===== src/rtl/i2s_rx_frame_buffer.sv =====
// I2S receive pairer: joins left/right 24-bit samples into 16-bit stereo frames and queues them in a FWFT FIFO.
// Optional macro I2S_RX_ROUND_SAT_EN selects round-and-saturate conversion instead of truncation.
module i2s_rx_frame_buffer #(
    parameter int DEPTH = 4
) (
    input  logic                     lmmi_clk_i,
    input  logic                     reset_n_i,
    input  logic [31:0]              sample_dat_i,
    input  logic                     sample_wr_i,
    input  logic                     ws_i,
    output logic [15:0]              frame_l_o,
    output logic [15:0]              frame_r_o,
    output logic                     frame_valid_o,
    input  logic                     frame_ready_i,
    output logic [$clog2(DEPTH):0]   fifo_level_o,
    output logic                     overflow_o,
    output logic                     align_err_o
);

    localparam int PTR_W = $clog2(DEPTH);
    localparam int LVL_W = PTR_W + 1;

    typedef enum logic {
        WAIT_L = 1'b0,
        WAIT_R = 1'b1
    } state_t;

    state_t             state_reg;
    state_t             state_next;
    logic               latch_left;
    logic               push_req;
    logic               align_set;

    logic [15:0]        conv_sample;
    logic [15:0]        left_reg;
    logic [31:0]        mem_reg [DEPTH];
    logic [PTR_W-1:0]   wr_ptr_reg;
    logic [PTR_W-1:0]   rd_ptr_reg;
    logic [LVL_W-1:0]   level_reg;
    logic               overflow_reg;
    logic               align_err_reg;
    logic               fifo_full;
    logic               do_push;
    logic               do_pop;
    logic [31:0]        head_frame;
    logic               unused_bits;

`ifdef I2S_RX_ROUND_SAT_EN
    logic signed [24:0] rounded;
    logic signed [16:0] shifted;

    // Round half-up at bit 8, then clamp; positive full-scale rounds past 0x7FFF.
    assign rounded = $signed({sample_dat_i[23], sample_dat_i[23:0]}) + 25'sd128;
    assign shifted = rounded[24:8];

    always_comb begin
        conv_sample = shifted[15:0];
        if (shifted > 17'sd32767) begin
            conv_sample = 16'h7FFF;
        end else if (shifted < -17'sd32768) begin
            conv_sample = 16'h8000;
        end
    end

    assign unused_bits = &{1'b0, sample_dat_i[31:24], rounded[7:0]};
`else
    assign conv_sample = sample_dat_i[23:8];
    assign unused_bits = &{1'b0, sample_dat_i[31:24], sample_dat_i[7:0]};
`endif

    always_ff @(posedge lmmi_clk_i) begin
        if (!reset_n_i) begin
            state_reg <= WAIT_L;
        end else begin
            state_reg <= state_next;
        end
    end

    always_comb begin
        state_next = state_reg;
        if (sample_wr_i) begin
            case (state_reg)
                WAIT_L:  if (!ws_i) state_next = WAIT_R;
                WAIT_R:  if (ws_i)  state_next = WAIT_L;
                default: state_next = WAIT_L;
            endcase
        end
    end

    // A second left while waiting for right replaces the held left.
    always_comb begin
        latch_left = 1'b0;
        push_req   = 1'b0;
        align_set  = 1'b0;
        if (sample_wr_i) begin
            case (state_reg)
                WAIT_L: begin
                    if (!ws_i) begin
                        latch_left = 1'b1;
                    end else begin
                        align_set  = 1'b1;
                    end
                end
                WAIT_R: begin
                    if (ws_i) begin
                        push_req   = 1'b1;
                    end else begin
                        latch_left = 1'b1;
                        align_set  = 1'b1;
                    end
                end
                default: ;
            endcase
        end
    end

    assign fifo_full = (level_reg == LVL_W'(DEPTH));
    assign do_pop    = reset_n_i && frame_valid_o && frame_ready_i;
    // A pop in the same cycle frees the slot, so a full FIFO still accepts.
    assign do_push   = reset_n_i && push_req && (!fifo_full || do_pop);

    always_ff @(posedge lmmi_clk_i) begin
        if (do_push) begin
            mem_reg[wr_ptr_reg] <= {left_reg, conv_sample};
        end
    end

    always_ff @(posedge lmmi_clk_i) begin
        if (!reset_n_i) begin
            left_reg      <= '0;
            wr_ptr_reg    <= '0;
            rd_ptr_reg    <= '0;
            level_reg     <= '0;
            overflow_reg  <= 1'b0;
            align_err_reg <= 1'b0;
        end else begin
            if (latch_left) begin
                left_reg <= conv_sample;
            end
            if (align_set) begin
                align_err_reg <= 1'b1;
            end
            if (push_req && !do_push) begin
                overflow_reg <= 1'b1;
            end
            if (do_push) begin
                wr_ptr_reg <= wr_ptr_reg + 1'b1;
            end
            if (do_pop) begin
                rd_ptr_reg <= rd_ptr_reg + 1'b1;
            end
            case ({do_push, do_pop})
                2'b10:   level_reg <= level_reg + 1'b1;
                2'b01:   level_reg <= level_reg - 1'b1;
                default: level_reg <= level_reg;
            endcase
        end
    end

    assign head_frame    = mem_reg[rd_ptr_reg];
    assign frame_valid_o = (level_reg != '0);
    assign frame_l_o     = frame_valid_o ? head_frame[31:16] : 16'h0000;
    assign frame_r_o     = frame_valid_o ? head_frame[15:0]  : 16'h0000;
    assign fifo_level_o  = level_reg;
    assign overflow_o    = overflow_reg;
    assign align_err_o   = align_err_reg;

endmodule


===== config.mk =====
export PLATFORM = sky130hd
export DESIGN_NAME = i2s_rx_frame_buffer
export DESIGN_NICKNAME = d
export VERILOG_FILES = /design/src/rtl/i2s_rx_frame_buffer.sv
export SDC_FILE = /design/constraint.sdc
export NUM_CORES = 1
export LEC_CHECK = 0
export BUFFER_PORTS_ARGS = -buffer_cell sky130_fd_sc_hd__clkbuf_2
export CORE_AREA = 2 2 153 125
export DETAILED_ROUTE_END_ITERATION = 7
export DIE_AREA = 0 0 155 127
export GPL_ROUTABILITY_DRIVEN = 1
export GPL_TIMING_DRIVEN = 0
export PLACE_DENSITY = 0.59
export SLEW_MARGIN = 20
export SYNTH_ARGS = -nofsm -noshare
export SYNTH_HDL_FRONTEND = slang
export SYNTH_SLANG_ARGS = --single-unit

===== constraint.sdc =====
create_clock -name lmmi_clk_i -period 2.5 [get_ports lmmi_clk_i]
set_input_delay 0.25 -clock lmmi_clk_i [delete_from_list [all_inputs] [get_ports lmmi_clk_i]]
set_output_delay 0.25 -clock lmmi_clk_i [all_outputs]
set_load 0.03 [all_outputs]

# Word-level counts from Yosys, hierarchy flattened
# Memories as Yosys holds them, arrays and structs flattened. A register that Yosys moved wholly into a read port is not among the register bits.
# Index checks and enable logic that the tools add are counted.
# op_classes
n_addsub,4
n_eq_ne,3
mux,14
n_bitwise,1
reduce_logical,10
# op_table
operator,count
16-bit 2-to-1 mux,2
1-bit 2-to-1 mux,8
3-bit one-hot mux with 2 select lines,1
1-bit logical AND,5
2-bit by 1-bit adder with 2-bit output (second input constant),2
2-bit 2-to-1 mux,2
3-bit by 1-bit adder with 3-bit output (second input constant),1
3-bit equality test (second input constant),1
3-bit nonzero test,1
3-bit by 1-bit subtractor with 3-bit output (second input constant),1
2-bit by 1-bit equality test with 1-bit output (second input constant),1
2-bit equality test (second input constant),1
1-bit logical NOT,2
1-bit one-hot mux with 2 select lines,1
2-bit nonzero test,1
1-bit logical OR,1
1-bit NOT,1
# word_totals
reg_bits,26
mem_bits_rw,128
in_bits,37
output_inout_bits,38
wordCells,40
n_memories,1
# memory_table
name,words,width,rd,rd_ports_with_merged_regs,write_ports,line,source
mem_reg,4,32,1,1,1,36,logic [31:0] mem_reg [DEPTH];

# Longest topological paths before layout
# logic_depth
depth_word,7
ltp_mapped,8
depth_no_buf,7

# Worst setup path before layout
# Ideal clock, no wire load.
# synth_path
kind,register to register
start,register level_reg[0] (netlist: fifo_level_o[0])
end,"memory mem_reg[0][0], enable pin"
setup_ns,0.392
arrival_time_ns,1.858
required_time_ns,2.108
slack_ns,0.250
stages_incl_launch_ff,4
n_path_buf,0
synth_period_minus_slack_ns,2.250
cell_sequence,dfxtp_1 > nor4b_4 > nor2_4 > and3_1
# synth_between
elab_chain_len,7
# synth_rtl
item,line,source
"start, declared",39,logic [LVL_W-1:0] level_reg;
"start signal, assigned",153,2'b10: level_reg <= level_reg + 1'b1;
"start signal, assigned",154,2'b01: level_reg <= level_reg - 1'b1;
"start signal, assigned",155,default: level_reg <= level_reg;
3-bit nonzero test,161,assign frame_valid_o = (level_reg != '0);
1-bit logical AND (2 in series),118,assign do_pop = reset_n_i && frame_valid_o && frame_ready_i;
1-bit logical OR *,120,assign do_push = reset_n_i && push_req && (!fifo_full || do_pop);
1-bit logical AND *,120,
1-bit 2-to-1 mux *,123,if (do_push) begin
1-bit 2-to-1 mux (not written as such) *,124,"mem_reg[wr_ptr_reg] <= {left_reg, conv_sample};"
"end, declared",36,
# Every way passes the cells marked *; elsewhere a longest branch is shown, timed or not.

==> impl_metrics.yaml <==
floorplanning:
  start_util_pct: 33.9
  io_pins: 75
  dieArea_um2: 19700
  rows: 44
  die_h_um: 127
  die_w_um: 155
  core-area_um2: 18000
synthesis:
  syn_area_um2: 6110
  synth_seq_cells: 156
  synth_nets: 382
  avgSynthCellArea_um2: 18.0
  yosysSeqAreaShare_pct: 72.1
  yosys_warnings: 0
  netlist_instances: 339
  synth_cell_types: 29
clocking:
  cts_sinks: 156
  htreeDepth: 4
  clk_transition_reported_paths_ps: 60
  clkLatencyLatePin_ps: 410
  numCtsBuffers: 17
  clk_path_buf_depth: 2
  cts_setup_buffers: 0
  cts_root_buffer: "clkbuf_16"
  cts_tree: "done"
timing:
  setup_ws_ps: 216
  fmax_ghz: 0.438
  setup_viol: 0
  fin_crit_sh_pct: 91.4
  min_period_ps: 2280
  drv_slew: 0
  skew_ps: 8.56
  rsz0062_at_grt: "false"
  relSlewSlack_pct: 64.3
  worstMarginPinSlew_ps: 536
  hold_violations: 0
layout:
  area_growth_pct: 21.0
  final_net_count: 462
  most-common-layout-cells: "128 x edfxtp_1, 60 x clkbuf_2, 39 x nand2_1"
  multiInputGateArea_um2: 1590
  final_common_cell: "edfxtp_1"
  fin_area_um2: 7390
  drive_gt1_share_pct: 34.7
  finish.utilization_pct: 41.0
  diodes: 0
  fillCellCount: 1631
  layout.cells.non_filler: 662
  largest_reg_flops: 128
  ff_latch_area_um2: 4400
critical_path:
  cpPeakStageDelay_ps: 500
  cp_cell_sequence: "buf_2, buf_6, mux4_2, nor2b_1, clkbuf_2"
  startpoint_type: "flop"
  path_max_fanout: 10
  crit_cells: 5
  r2r_slack_ps: 350
  cp_num_buf_inv: 3
  regToRegEndpoint: "fifo_level_o[2]"
  cp_top_family: "buffers and inverters"
  r2r_start: "fifo_level_o[0]"
  crit_path_end: "frame_r_o[7]"
  cpMaxStageDelayCell: "mux4_2"
  arrival_ps: 2030
  critPathRequiredTime_ps: 2250
  crit_type: "reg -> out"
  crit_path_end_kind: "output pin"
  reg2reg_depth: 7
detailed_routing:
  route.detailed.drc: 0
  via_count: 3120
  drt_iter0_drc: 155
  detail-route-antenna-nets: 0
  routed_wl_mm: 11.8
  wl_per_cell_um: 17.8
  routed_via_density: 4.71
  first_pass_iters: 6
run_status:
  status: "complete, no violations"
hold_path:
  min_path_type: "in -> reg"
placement:
  gp_congestion: 0.678
  dpl_cell_area_um2: 6780
  place_hpwl_mm: 7.85
  dp.cells: 630
  dp_slack_ps: 338
  port_buffers: 57
global_route:
  grt_max_degree: 24
  grt.total_usage_pct: 12.9
  grt_pass1_wl_mm: 18.6
  antenna_found_initial: 0
  grt_pass1_vias: 3346
  grt_overflow: 0
flow_run:
  maxCapViolCount: 0
power:
  ir_drop_v: 0.000420
  p_leak_nw: 2.53
  power_density_nw_per_um2: 778
-- cell type report --
cell class | instances | share of cell area, %
Buffer | 18 | 1.41
Clock buffer | 18 | 5.81
Clock inverter | 14 | 2.27
Inverter | 6 | 0.305
Multi-Input combinational cell | 159 | 21.5
Sequential cell | 156 | 59.6
Tap cell | 230 | 3.90
Timing Repair Buffer | 61 | 5.15
-- worst reg2reg max path, stage by stage (launching register included) --
cell and delay (ps):
dfxtp_1 600, o311ai_4 190, a21oi_2 260, inv_1 90, fa_1 420, nor4_2 310
a21oi_2 60, mux2i_1 110
-- worst min-delay path by stage --
| stage | start | endpoint | slack [ps] | depth (start not counted) |
|---|---|---|---|---|
| global route | sample_dat_i[13] | mem_reg[2][5] | 60 | 1 |
| floorplan | sample_dat_i[8] | mem_reg[0][0] | 350 | 0 |
| global placement | left_reg[15] | mem_reg[2][31] | 470 | 0 |
| CTS | sample_dat_i[23] | mem_reg[1][15] | 60 | 1 |
| finish | sample_dat_i[23] | mem_reg[2][15] | 70 | 1 |
| detailed placement | left_reg[1] | left_reg[1] | 480 | 2 |
-- cell usage after synthesis, drive strengths merged --
library cell	instances	share of area (%)
a21oi	4	0.64
clkbuf	7	0.43
and3	4	0.41
o311a	1	0.16
nand2	39	2.4
o211a	1	0.16
nor4	1	0.20
mux4	32	12
nor2	1	0.18
dfxtp	28	9.2
and2	4	0.41
mux2i	4	0.66
buf	11	1.2
xnor2	3	0.43
nand2b	3	0.31
a31oi	1	0.10
nor3	1	0.16
nor4b	1	0.39
fa	1	0.33
inv	6	0.37
nor2b	36	3.7
ha	5	1.0
a21boi	16	2.0
o311ai	1	0.43
edfxtp	128	63
-- through the flow --
stage,TNS [ps],power [W],hold slack (ps)
floorplan,0,0.00312,349
global placement,-47980,0.00323,472
detailed placement,0,0.00324,484
CTS,0,0.00581,56.0
global route,0,0.00594,63.5
finish,0,0.00574,67.1
-- routing by layer --
metal | global-route usage (%) | share of wire (%)
met1 | 17.5 | 47
met2 | 19.9 | 47
met3 | 4.10 | 4.5
met4 | 3.98 | 0.96
met5 | 0 | 0
-- repair_timing --
item | CTS | global route
endpoints found under the setup margin | 25 | 15
resized for setup | 1 | 6
hold endpoints to repair | 0 | 0
hold buffers | 0 | 0
-- where the power goes --
group	switching [W]	total (W)	internal [W]	leakage, nW
combinational	0.000211	0.000324	0.000113	0.843
clock	0.000989	0.00256	0.00157	0.291
sequential	0.0000257	0.00286	0.00283	1.40
-- cells by family after synthesis --
family          share of synthesized area, %
compound gates                          3.46
xor+xnor                               0.430
fa+ha+maj                               1.35
buf+inv                                 2.01
flops                                   72.1
mux                                     12.5
simple gates                            8.16
(Power assumes the default switching activity.)
